File: src/rtl/lsu_ctrl.sv
// RV32I load/store sequencer: issues one data-memory access per load/store,
// holds the core in stall until grant/response, error or timeout.
module lsu_ctrl #(
  parameter int ADDR_W    = 32,
  parameter int DATA_W    = 32,
  parameter int FUNCTION3 = 3,
  parameter int TIMEOUT   = 16
) (
  input  logic                 clk,
  input  logic                 rst,
  input  logic                 load_i,
  input  logic                 store_i,
  input  logic [FUNCTION3-1:0] fun3_i,
  input  logic [ADDR_W-1:0]    addr_i,
  input  logic [DATA_W-1:0]    wdata_i,
  output logic                 stall_o,
  output logic                 done_o,
  output logic [DATA_W-1:0]    rdata_o,
  output logic                 misalign_o,
  output logic                 err_o,
  output logic                 mem_req_o,
  output logic                 mem_we_o,
  output logic [ADDR_W-1:0]    mem_addr_o,
  output logic [DATA_W-1:0]    mem_wdata_o,
  output logic [3:0]           mem_wmask_o,
  input  logic                 mem_gnt_i,
  input  logic                 mem_rvalid_i,
  input  logic [DATA_W-1:0]    mem_rdata_i
);

  localparam int CNT_W = (TIMEOUT > 2) ? $clog2(TIMEOUT) : 1;
  localparam logic [CNT_W-1:0] CNT_MAX = CNT_W'(TIMEOUT - 1);

  typedef enum logic [1:0] {
    S_IDLE   = 2'd0,
    S_REQ    = 2'd1,
    S_WAIT_R = 2'd2,
    S_DONE   = 2'd3
  } state_t;

  state_t                 state_q, state_d;
  logic [CNT_W-1:0]       cnt_q, cnt_d;
  logic                   we_q, we_d;
  logic [FUNCTION3-1:0]   fun3_q, fun3_d;
  logic [1:0]             off_q, off_d;
  logic [ADDR_W-1:0]      addr_q, addr_d;
  logic [DATA_W-1:0]      wdata_q, wdata_d;
  logic [3:0]             mask_q, mask_d;
  logic [DATA_W-1:0]      rdata_q, rdata_d;

  logic stall_c, done_c, misalign_c, err_c, req_c;
  logic access, is_store, legal, misaligned, expired;
  logic [1:0] size;

  function automatic logic [3:0] lane_mask(input logic [1:0] sz, input logic [1:0] off);
    case (sz)
      2'b00:   lane_mask = 4'b0001 << off;
      2'b01:   lane_mask = off[1] ? 4'b1100 : 4'b0011;
      default: lane_mask = 4'b1111;
    endcase
  endfunction

  function automatic logic [DATA_W-1:0] lane_wdata(input logic [1:0] sz, input logic [DATA_W-1:0] wd);
    case (sz)
      2'b00:   lane_wdata = {4{wd[7:0]}};
      2'b01:   lane_wdata = {2{wd[15:0]}};
      default: lane_wdata = wd;
    endcase
  endfunction

  // fun3[2] selects zero-extension; the low two bits give the access size.
  function automatic logic [DATA_W-1:0] load_extend(input logic [FUNCTION3-1:0] f3,
                                                    input logic [1:0] off,
                                                    input logic [DATA_W-1:0] word);
    logic [7:0]  b;
    logic [15:0] h;
    b = word[{off, 3'b000} +: 8];
    h = off[1] ? word[31:16] : word[15:0];
    case (f3[1:0])
      2'b00:   load_extend = {{(DATA_W-8){b[7] & ~f3[2]}}, b};
      2'b01:   load_extend = {{(DATA_W-16){h[15] & ~f3[2]}}, h};
      default: load_extend = word;
    endcase
  endfunction

  assign access   = load_i | store_i;
  assign is_store = store_i;
  assign size     = fun3_i[1:0];
  assign legal    = is_store ? (~fun3_i[2] & (size != 2'b11))
                             : ((size != 2'b11) & ~(fun3_i[2] & (size == 2'b10)));
  assign misaligned = ((size == 2'b01) & addr_i[0]) |
                      ((size == 2'b10) & (addr_i[1:0] != 2'b00));
  assign expired  = (cnt_q == CNT_MAX);

  always_comb begin
    state_d    = state_q;
    cnt_d      = cnt_q;
    we_d       = we_q;
    fun3_d     = fun3_q;
    off_d      = off_q;
    addr_d     = addr_q;
    wdata_d    = wdata_q;
    mask_d     = mask_q;
    rdata_d    = rdata_q;
    stall_c    = 1'b0;
    done_c     = 1'b0;
    misalign_c = 1'b0;
    err_c      = 1'b0;
    req_c      = 1'b0;
    case (state_q)
      S_IDLE: begin
        if (access) begin
          if (!legal) begin
            err_c = 1'b1;
          end else if (misaligned) begin
            misalign_c = 1'b1;
          end else begin
            stall_c = 1'b1;
            we_d    = is_store;
            fun3_d  = fun3_i;
            off_d   = addr_i[1:0];
            addr_d  = {addr_i[ADDR_W-1:2], 2'b00};
            wdata_d = lane_wdata(size, wdata_i);
            mask_d  = is_store ? lane_mask(size, addr_i[1:0]) : 4'b0000;
            cnt_d   = '0;
            state_d = S_REQ;
          end
        end
      end
      S_REQ: begin
        stall_c = 1'b1;
        req_c   = 1'b1;
        if (mem_gnt_i) begin
          state_d = we_q ? S_DONE : S_WAIT_R;
        end else if (expired) begin
          req_c   = 1'b0;
          err_c   = 1'b1;
          state_d = S_DONE;
        end
        if (!expired) cnt_d = cnt_q + 1'b1;
      end
      S_WAIT_R: begin
        stall_c = 1'b1;
        if (mem_rvalid_i) begin
          rdata_d = load_extend(fun3_q, off_q, mem_rdata_i);
          state_d = S_DONE;
        end else if (expired) begin
          err_c   = 1'b1;
          state_d = S_DONE;
        end
        if (!expired) cnt_d = cnt_q + 1'b1;
      end
      S_DONE: begin
        done_c  = 1'b1;
        state_d = S_IDLE;
      end
      default: state_d = S_IDLE;
    endcase
  end

  always_ff @(posedge clk) begin
    if (rst) begin
      state_q <= S_IDLE;
      cnt_q   <= '0;
      we_q    <= 1'b0;
      fun3_q  <= '0;
      off_q   <= 2'b00;
      addr_q  <= '0;
      wdata_q <= '0;
      mask_q  <= 4'b0000;
      rdata_q <= '0;
    end else begin
      state_q <= state_d;
      cnt_q   <= cnt_d;
      we_q    <= we_d;
      fun3_q  <= fun3_d;
      off_q   <= off_d;
      addr_q  <= addr_d;
      wdata_q <= wdata_d;
      mask_q  <= mask_d;
      rdata_q <= rdata_d;
    end
  end

  // Combinational strobes are forced low while reset is held.
  assign stall_o     = stall_c & ~rst;
  assign done_o      = done_c & ~rst;
  assign misalign_o  = misalign_c & ~rst;
  assign err_o       = err_c & ~rst;
  assign mem_req_o   = req_c & ~rst;
  assign mem_we_o    = we_q;
  assign mem_addr_o  = addr_q;
  assign mem_wdata_o = wdata_q;
  assign mem_wmask_o = mask_q;
  assign rdata_o     = rdata_q;

endmodule
File: config.mk
export PLATFORM = sky130hd
export DESIGN_NAME = lsu_ctrl
export DESIGN_NICKNAME = d
export VERILOG_FILES = /design/src/rtl/lsu_ctrl.sv
export SDC_FILE = /design/constraint.sdc
export NUM_CORES = 1
export LEC_CHECK = 0
export ABC_AREA = 1
export CELL_PAD_IN_SITES_DETAIL_PLACEMENT = 1
export CELL_PAD_IN_SITES_GLOBAL_PLACEMENT = 2
export CORE_MARGIN = 8
export CORE_UTILIZATION = 20
export DETAILED_ROUTE_END_ITERATION = 16
export GPL_TIMING_DRIVEN = 0
export PLACE_DENSITY_LB_ADDON = 0.1
export SETUP_SLACK_MARGIN = 0.02
export SYNTH_ARGS = -nofsm -noshare
export SYNTH_HDL_FRONTEND = slang
export SYNTH_SLANG_ARGS = --single-unit
File: constraint.sdc
create_clock -name clk -period 1.8 [get_ports clk]
set_input_delay 0.36 -clock clk [delete_from_list [all_inputs] [get_ports clk]]
set_output_delay 0.36 -clock clk [all_outputs]
set_load 0.05 [all_outputs]
==> results of run 1 <==
==> cell families (layout without fill, tap and decap cells) <==
group	count (synthesis)	count (layout)	share of synthesized area
adder cells (fa/ha/maj)	6	6	0.0147
AND/OR/NAND/NOR	283	283	0.240
flip-flops	110	110	0.432
buffers and inverters	99	340	0.0881
AO/OA/AOI/OAI	223	223	0.224
other	1	4	0.000736
==> layer usage <==
layer  up-vias  global-route usage  routed length, µm
met5         -                   0                  8
met1      2689               0.195              11100
li1       2899                   -                  -
met2       127               0.249              11200
met4         2              0.0392                364
met3        19              0.0573               1770
==> stage by stage <==
stage	cells	setup slack, ns	power [mW]	TNS (ns)	hold slack (ns)
final	1296	-0.299	7.76	-0.812	0.291
after global routing	1296	-0.373	8.21	-1.11	0.288
after CTS	1289	-0.322	7.89	-0.922	0.372
after detailed placement	1260	-1.64	5.70	-69.24	0.474
after global placement	1260	-1.63	5.70	-68.78	0.470
after floorplan	723	-0.303	4.56	-0.517	0.472
==> state kept, by name, indices dropped and copies added, names as in the netlist <==
signal       cells
mem_we_o         1
state_q          2
cnt_q            4
mem_addr_o      30
rdata_o         32
fun3_q           3
mem_wdata_o     32
off_q            2
mem_wmask_o      4
==> cell usage after synthesis, types with 2 or more instances <==
cell and number:
nor2_1 66, buf_4 5, o21ai_0 67, nand4_1 10, buf_6 6, clkbuf_1 31
nor2_2 2, ha_1 6, inv_1 44, a21oi_1 116, nor2_4 3, o211ai_1 7
buf_1 2, o21ai_1 30, nand2_2 2, dfxtp_1 110, nand2_1 131, nor3_1 34
buf_2 8, nand3_1 30
==> timing repair <==
action | 4_1_cts | 5_1_grt
endpoints found under the hold margin | 0 | 0
pin swaps | 10 | 9
endpoints found under the setup margin | 213 | 33
resized for setup | 193 | 23
buffers inserted | 14 | 6
==> worst register-to-register path: stages (launching register included) <==
cell and delay [ns]:
dfxtp_4 0.36, buf_4 0.14, ha_1 0.25, nand2_4 0.10, inv_1 0.12, buf_4 0.20
buf_4 0.22, nand4_1 0.14, nand2_1 0.09, inv_1 0.03
==> worst paths after layout <==
path,to,cells past startpoint,slack [ns],from
max,err_o,6,-0.30,state_q[1]
min,off_q[0],3,0.29,addr_i[0]
max reg2reg,rdata_o[14],9,0.07,state_q[1]
min reg2reg,mem_wmask_o[0],2,0.48,mem_wmask_o[0]
==> layout make-up <==
class	instances	share of cell area
clock inverters	6	0.00830
repair buffers	227	0.256
multi-input cells	514	0.322
clock buffers	10	0.0281
inverters	46	0.0224
well taps	330	0.0507
flip-flops and latches	110	0.272
diodes	2	0.000615
plain buffers	51	0.0403
==> power groups by stage <==
stage | Combinational [mW] | Sequential [mW] | Clock [mW]
floorplan | 0.991 | 3.56 | 0
global placement | 2.83 | 2.87 | 0
detailed placement | 2.82 | 2.87 | 0
CTS | 2.87 | 2.81 | 2.20
global route | 3.12 | 2.84 | 2.26
finish | 2.88 | 2.81 | 2.08
==> cells in the final DEF, fill, tap and decap left out, drive strengths merged <==
cell,instances
nor2,71
or2,1
a22oi,1
nand4,10
dlygate4sd2,102
nor4,1
nor3,35
conb,2
ha,6
a21oi,117
nor3b,1
nand2,134
diode,2
o21ai,97
a41oi,1
nand3,30
clkdlybuf4s50,96
clkbuf,41
inv,49
clkdlybuf4s15,1
clkinv,3
dfxtp,110
buf,48
o211ai,7
==> metrics.cfg, run 1 <==
[pwr]
internal_power_mw = 4.61
leakage_nw = 3.76
clkPwrFrac = 0.268
power.density_nw_per_um2 = 953
p_seq_frac = 0.362
ir_drop_v = 0.000491
combPwrFrac = 0.370
switching_share = 0.407
p_switching_mw = 3.16

[timing]
post-route-period-util = 1.17
fmax_ghz = 0.476
slew_headroom = 0.575
fin_ws_ns = -0.299
finalHoldViolCount = 0
post-route-min-period_ns = 2.10
fin_worst_skew_ns = 0.0133
tightestPinTransition_ns = 0.637
drv_slew = 0
rsz0062_at_grt = true
setup_viol = 3

[setup_path]
cp.arrival_ns = 1.74
cp_num_buf_inv = 2
critical_path_required_ns = 1.44
critPathKind = reg -> out
critPathLaunchType = register
cp_top_family = simple AND/OR/NAND/NOR gates
crit_slowest_cell = dfxtp_4
crit_chain = buf_4 > ha_1 > nor3b_2 > nor3_2 > nor3_4 > buf_6
critPathMaxFanout = 5
slowest_delay_ns = 0.36
end_kind = primary output

[routing]
drt_iter0_drc = 222
routedWlPerCell_um = 18.8
ant_nets = 0
routed_wl_mm = 24.4
via_per_inst = 4.43
via_count = 5736
drcViolationCount = 0
first_pass_iters = 4

[synthesis]
yosysWarnings = 0
ys_types = 32
syn_inst = 722
yosysTopAreaCell = dfxtp_1
synth_edf_count = 0
syn-cell-area_um2 = 5100
ys_async_sr_fraction = 0
yosysTopAreaCellShare = 0.432
synthTopCellsByArea = dfxtp_1 43%, a21oi_1 11%, nand2_1 9.6%
synth_seq_cells = 110
synth_ff_type = dfxtp_1
avgSynthCellArea_um2 = 7.06
seq_area_frac_synth = 0.432

[layout]
fin_util = 0.324
regArea_um2 = 2210
layout.nets = 1070
drive_above_1_share = 0.115
area_growth_pct = 59.8
finalInstanceArea_um2 = 8140
fillers = 3150
multi_input_area_um2 = 2620

[die]
dieArea_um2 = 30800
die_h_um = 176
core_area_um2 = 25100
rows = 58
initial_utilization = 0.203
die_x_um = 176
boundaryPins = 211

[clock_network]
cts_sinks = 110
clkLatencyLatePin_ns = 0.37
hold_buffers = 0
cts-root-buf = clkbuf_16
clock_path_buffers = 2
clkTransAtPathRegs_ns = 0.08
cts_htree_levels = 3
cts_tree = done
cts_made_buffers = 9

[placed_design]
dp_hpwl_mm = 18.9
portBuffers = 207
globalplace.congestion = 0.740
dpl-instance-area_um2 = 7640

[grt]
grt_max_degree = 21
antenna_found_initial = 3
grt_overflow_total = 0
grt_pass1_wl_mm = 37.3
grt_pass1_vias = 6098
grt_usage = 0.156

[run_status]
violations = setup timing
run_status = finished, violations left

[job]
drv_cap = 0

[min_path]
hold_class = in -> reg

Note: power is estimated with default switching activity, not from simulation.
==> run 2, diff against run 1 <==
- ABC_AREA: 1 -> not set
- CORE_UTILIZATION: 20 -> 22
==> metrics.cfg, run 2 <==
[run_status]
run_status = finished, violations left
violations = setup timing

[die]
core_area_um2 = 24100
boundaryPins = 211
die_h_um = 172
die_x_um = 172
rows = 57
dieArea_um2 = 29600
initial_utilization = 0.222

[synthesis]
yosysWarnings = 0
yosys.cell_count.top_type = dfxtp_1
ys_top_cells_by_count = 110 x dfxtp_1, 97 x o21ai_0, 91 x a21oi_1
avgSynthCellArea_um2 = 7.98
synth_edf_count = 0
yosysTopAreaCell = dfxtp_1
ys_types = 51
ys_async_sr_fraction = 0
syn_inst = 672
synth_seq_cells = 110
seq_area_frac_synth = 0.411
synthTopCellsByArea = dfxtp_1 41%, o21ai_0 9.1%, a21oi_1 8.5%
syn-cell-area_um2 = 5360
synth_ff_type = dfxtp_1
yosysTopAreaCellShare = 0.411

[setup_path]
critical_path_required_ns = 1.44
cp-endpoint = err_o
reg2reg_slack_ns = -0.16
setup.worst_path.start = state_q[0]
critPathKind = reg -> out
critPathLaunchType = register
slowest_delay_ns = 0.36
crit_slowest_cell = dfxtp_4
r2r_cells = 8
crit_chain = buf_4 > buf_6 > buf_6 > ha_4 > inv_4 > o22ai_2 > a22oi_2 > nor3_4 > buf_6
r2r-start = state_q[0]
critPathMaxFanout = 2
cp.arrival_ns = 1.77
path_common_cell = buf_6
reg2reg_to = cnt_q[3]
end_kind = primary output

[routing]
routed_wl_mm = 27.0
ant_nets = 0
routedWlPerCell_um = 21.7
via_count = 6121
via_per_inst = 4.93
drcViolationCount = 0
drt_iter0_drc = 269
first_pass_iters = 7

[timing]
fmax_ghz = 0.469
rsz0062_at_grt = true
tightestPinTransition_ns = 0.718
slew_headroom = 0.519
setup_viol = 10
post-route-min-period_ns = 2.13
fin_ws_ns = -0.334
finalHoldViolCount = 0
post-route-period-util = 1.19
fin_worst_skew_ns = 0.0113
tns_ns = -1.58
drv_slew = 0

[grt]
antenna_found_initial = 1
grt_pass1_wl_mm = 40.7
grt_overflow_total = 0
grt_max_degree = 19
grt_pass1_vias = 6681
grt_usage = 0.180

[layout]
drive_above_1_share = 0.173
final_common_cell = dfxtp_1
fillers = 2866
layout.nets = 1023
area_growth_pct = 62.0
final_cell_mix = 106 x dfxtp_1, 101 x dlygate4sd2_1, 96 x clkdlybuf4s50_1, 86 x a21oi_1, 84 x o21ai_0

[min_path]
hold_class = in -> reg

[clock_network]
cts_made_buffers = 9
cts_sinks = 110
cts-root-buf = clkbuf_16
clkTransAtPathRegs_ns = 0.08
cts_tree = done
clock_path_buffers = 2
clkLatencyLatePin_ns = 0.36
hold_buffers = 0
cts_htree_levels = 3

[pwr]
p_total_mw = 7.75
ir_drop_v = 0.000391
power.density_nw_per_um2 = 892
leakage_nw = 3.47

[placed_design]
place_ws_ns = -1.34
globalplace.congestion = 0.799
dp_hpwl_mm = 20.6
portBuffers = 204

[job]
drv_cap = 0

[run 2: logic make-up (layout without fill, tap and decap cells)]
| family | Yosys count | count (layout) | synth area share |
|---|---|---|---|
| compound gates | 272 | 272 | 0.294 |
| mux | 25 | 25 | 0.0483 |
| xor+xnor | 1 | 1 | 0.00163 |
| other cells | 1 | 3 | 0.000699 |
| fa+ha+maj | 6 | 6 | 0.0140 |
| buf+inv | 97 | 341 | 0.0789 |
| simple gates | 160 | 160 | 0.152 |
| flops | 110 | 110 | 0.411 |
[run 2: metal layers]
layer / wire, µm / vias up / track usage / share of wire
met5: 0 / - / 0 / 0
met4: 354 / 0 / 0.0405 / 0.013
met3: 1860 / 23 / 0.0591 / 0.069
met2: 13700 / 162 / 0.321 / 0.51
met1: 11000 / 3012 / 0.205 / 0.41
li1: - / 2924 / - / -
[run 2: through the flow]
stage / area (µm²) / util / instances / hold slack [ns]
2_1_floorplan: 5470 / - / 673 / 0.454
3_3_place_gp: 7920 / 0.329 / 1201 / 0.463
3_5_place_dp: 7920 / 0.329 / 1201 / 0.469
4_1_cts: 8540 / 0.354 / 1242 / 0.338
5_1_grt: 8690 / 0.360 / 1242 / 0.381
6_report: 8690 / 0.360 / 1242 / 0.367
[run 2: timing repair]
item / in CTS / in global routing
pin swaps: 17 / 10
gates resized for setup: 220 / 72
setup buffers: 27 / 1
setup endpoints to repair: 202 / 98
[run 2: how the worst min path moves through the flow]
stage / start / slack (ns) / depth (start not counted) / endpoint
finish: store_i / 0.37 / 3 / mem_we_o
global route: store_i / 0.38 / 3 / mem_we_o
CTS: store_i / 0.34 / 3 / mem_we_o
detailed placement: mem_wdata_o[24] / 0.47 / 2 / mem_wdata_o[24]
global placement: mem_addr_o[19] / 0.46 / 2 / mem_addr_o[19]
floorplan: fun3_q[2] / 0.45 / 2 / fun3_q[2]
[run 2: layout make-up]
| type | instances | area [µm²] | area share |
|---|---|---|---|
| Antenna cell | 1 | 2.50 | 0.000288 |
| Buffer | 70 | 458 | 0.0527 |
| Clock buffer | 11 | 233 | 0.0268 |
| Clock inverter | 5 | 42.5 | 0.00490 |
| Inverter | 23 | 93.8 | 0.0108 |
| Multi-Input combinational cell | 466 | 3080 | 0.355 |
| Sequential cell | 110 | 2210 | 0.255 |
| Tap cell | 324 | 405 | 0.0467 |
| Timing Repair Buffer | 232 | 2160 | 0.249 |
[run 2: critical path, delay by kind of cell, from the launching register on]
kind / cells / cell delay (ns)
flops: 1 / 0.36
simple gates: 1 / 0.05
buf+inv: 5 / 0.58
fa+ha+maj: 1 / 0.16
compound gates: 2 / 0.26
[run 2: power by group]
part | switching (mW) | internal (mW) | total (mW)
combinational | 1.88 | 1.13 | 3.01
sequential | 0.109 | 2.63 | 2.73
clock | 1.04 | 0.961 | 2.00
==> run 3, diff against run 2 <==
- MAX_ROUTING_LAYER: not set -> met4
==> metrics.cfg, run 3 (synthesis results as in run 2) <==
[routing]
via_per_inst = 4.94
routed_wl_mm = 27.0
routedWlPerCell_um = 21.7
ant_nets = 0
drt_iter0_drc = 211
first_pass_iters = 4
drcViolationCount = 0
via_count = 6137

[layout]
final_cells = 1242
layout.nets = 1024
area_growth_pct = 65.3
multi_input_area_um2 = 3190
regArea_um2 = 2210
fillers = 2882
final_cell_mix = 106 x dfxtp_1, 101 x dlygate4sd2_1, 96 x clkdlybuf4s50_1, 86 x a21oi_1, 84 x o21ai_0
final_common_cell = dfxtp_1
antenna_cells = 0
drive_above_1_share = 0.181

[pwr]
ir_drop_v = 0.000375
power.density_nw_per_um2 = 902
leakage_nw = 3.51
p_total_mw = 8.00

[min_path]
hold_class = in -> reg

[grt]
grt_pass1_wl_mm = 40.3
grt_usage = 0.183
antenna_found_initial = 0
grt_max_degree = 19
grt_pass1_vias = 6741
grt_overflow_total = 0

[setup_path]
critPathMaxFanout = 3
critical_path_required_ns = 1.44
cp_top_family = buffers and inverters
cp_num_buf_inv = 4
critPathLaunchType = register
cp.arrival_ns = 1.80
slowest_delay_ns = 0.37
crit_chain = inv_4 > ha_4 > buf_8 > and3_4 > buf_8 > a21oi_4 > nor3_4 > buf_6
crit_slowest_cell = dfxtp_4
path_common_cell = buf_8
critPathKind = reg -> out
end_kind = primary output

[clock_network]
hold_buffers = 0
cts_made_buffers = 9
clkTransAtPathRegs_ns = 0.08
cts-root-buf = clkbuf_16
cts_htree_levels = 3
cts_tree = done
clkLatencyLatePin_ns = 0.36
clock_path_buffers = 2
cts_sinks = 110

[timing]
drv_slew = 0
slew_headroom = 0.565
post-route-period-util = 1.20
rsz0062_at_grt = true
tightestPinTransition_ns = 0.649
post-route-min-period_ns = 2.16
finalHoldViolCount = 0
tns_ns = -1.26
fin_worst_skew_ns = 0.0101
setup_viol = 9
fmax_ghz = 0.462
fin_ws_ns = -0.364

[die]
die_h_um = 172
core_area_um2 = 24100
die_x_um = 172
rows = 57
boundaryPins = 211
dieArea_um2 = 29600
initial_utilization = 0.222

[placed_design]
place_ws_ns = -1.35
portBuffers = 204
globalplace.congestion = 0.803
dp_hpwl_mm = 20.4
placed_cells = 1201

[job]
drv_cap = 0

[run_status]
run_status = finished, violations left
violations = setup timing

[run 3: changes by cell type in the layout (fill, tap and decap cells not counted), sizes merged]
cell / previous run / this run
bufinv: 0 / 2
clkinvlp: 1 / 0
diode: 1 / 0
[run 3: per-layer routing]
| metal | up-vias | share of wire | wire (µm) | GRT usage |
|---|---|---|---|---|
| met1 | 3077 | 0.42 | 11300 | 0.209 |
| li1 | 2925 | - | - | - |
| met2 | 123 | 0.51 | 13800 | 0.319 |
| met4 | 0 | 0.0091 | 246 | 0.0375 |
| met5 | - | 0 | 0 | - |
| met3 | 12 | 0.059 | 1590 | 0.0495 |
[run 3: timing repair]
item | CTS | global route
setup buffers | 25 | 7
pin swaps | 13 | 20
endpoints found under the setup margin | 204 | 98
gates resized for setup | 219 | 90
[run 3: stage by stage]
stage	cell area (µm²)	util	hold slack [ns]
2_1_floorplan	5470	-	0.454
3_3_place_gp	7920	0.329	0.463
3_5_place_dp	7920	0.329	0.474
4_1_cts	8560	0.355	0.349
5_1_grt	8860	0.368	0.367
6_report	8860	0.368	0.360
[run 3: path summary, 6_finish.rpt]
kind | end | from | cells after the start | slack (ns)
setup reg to reg | cnt_q[0] | state_q[0] | 7 | -0.14
setup / recovery | stall_o | state_q[0] | 8 | -0.36
hold / removal | mem_we_o | store_i | 3 | 0.36
hold reg to reg | mem_wdata_o[30] | mem_wdata_o[30] | 2 | 0.48
[run 3: worst min-delay path, cell delays in order]
cell and delay (ns):
buf_2 0.17, nand3_1 0.09, a21oi_1 0.05
[run 3: cell type report]
class                      count  share of cell area
clock inverter                 6              0.0103
buffer                        70              0.0500
tap                          324              0.0457
inverter                      23              0.0106
sequential                   110               0.250
multi-input combinational    466               0.360
clock buffer                  10              0.0270
timing repair buffer         233               0.247
[run 3: where the power goes]
part	leakage, nW	switching [mW]	total [mW]	internal [mW]
combinational	2.45	1.88	2.97	1.09
sequential	0.897	0.113	2.74	2.62
clock	0.163	1.01	2.29	1.27
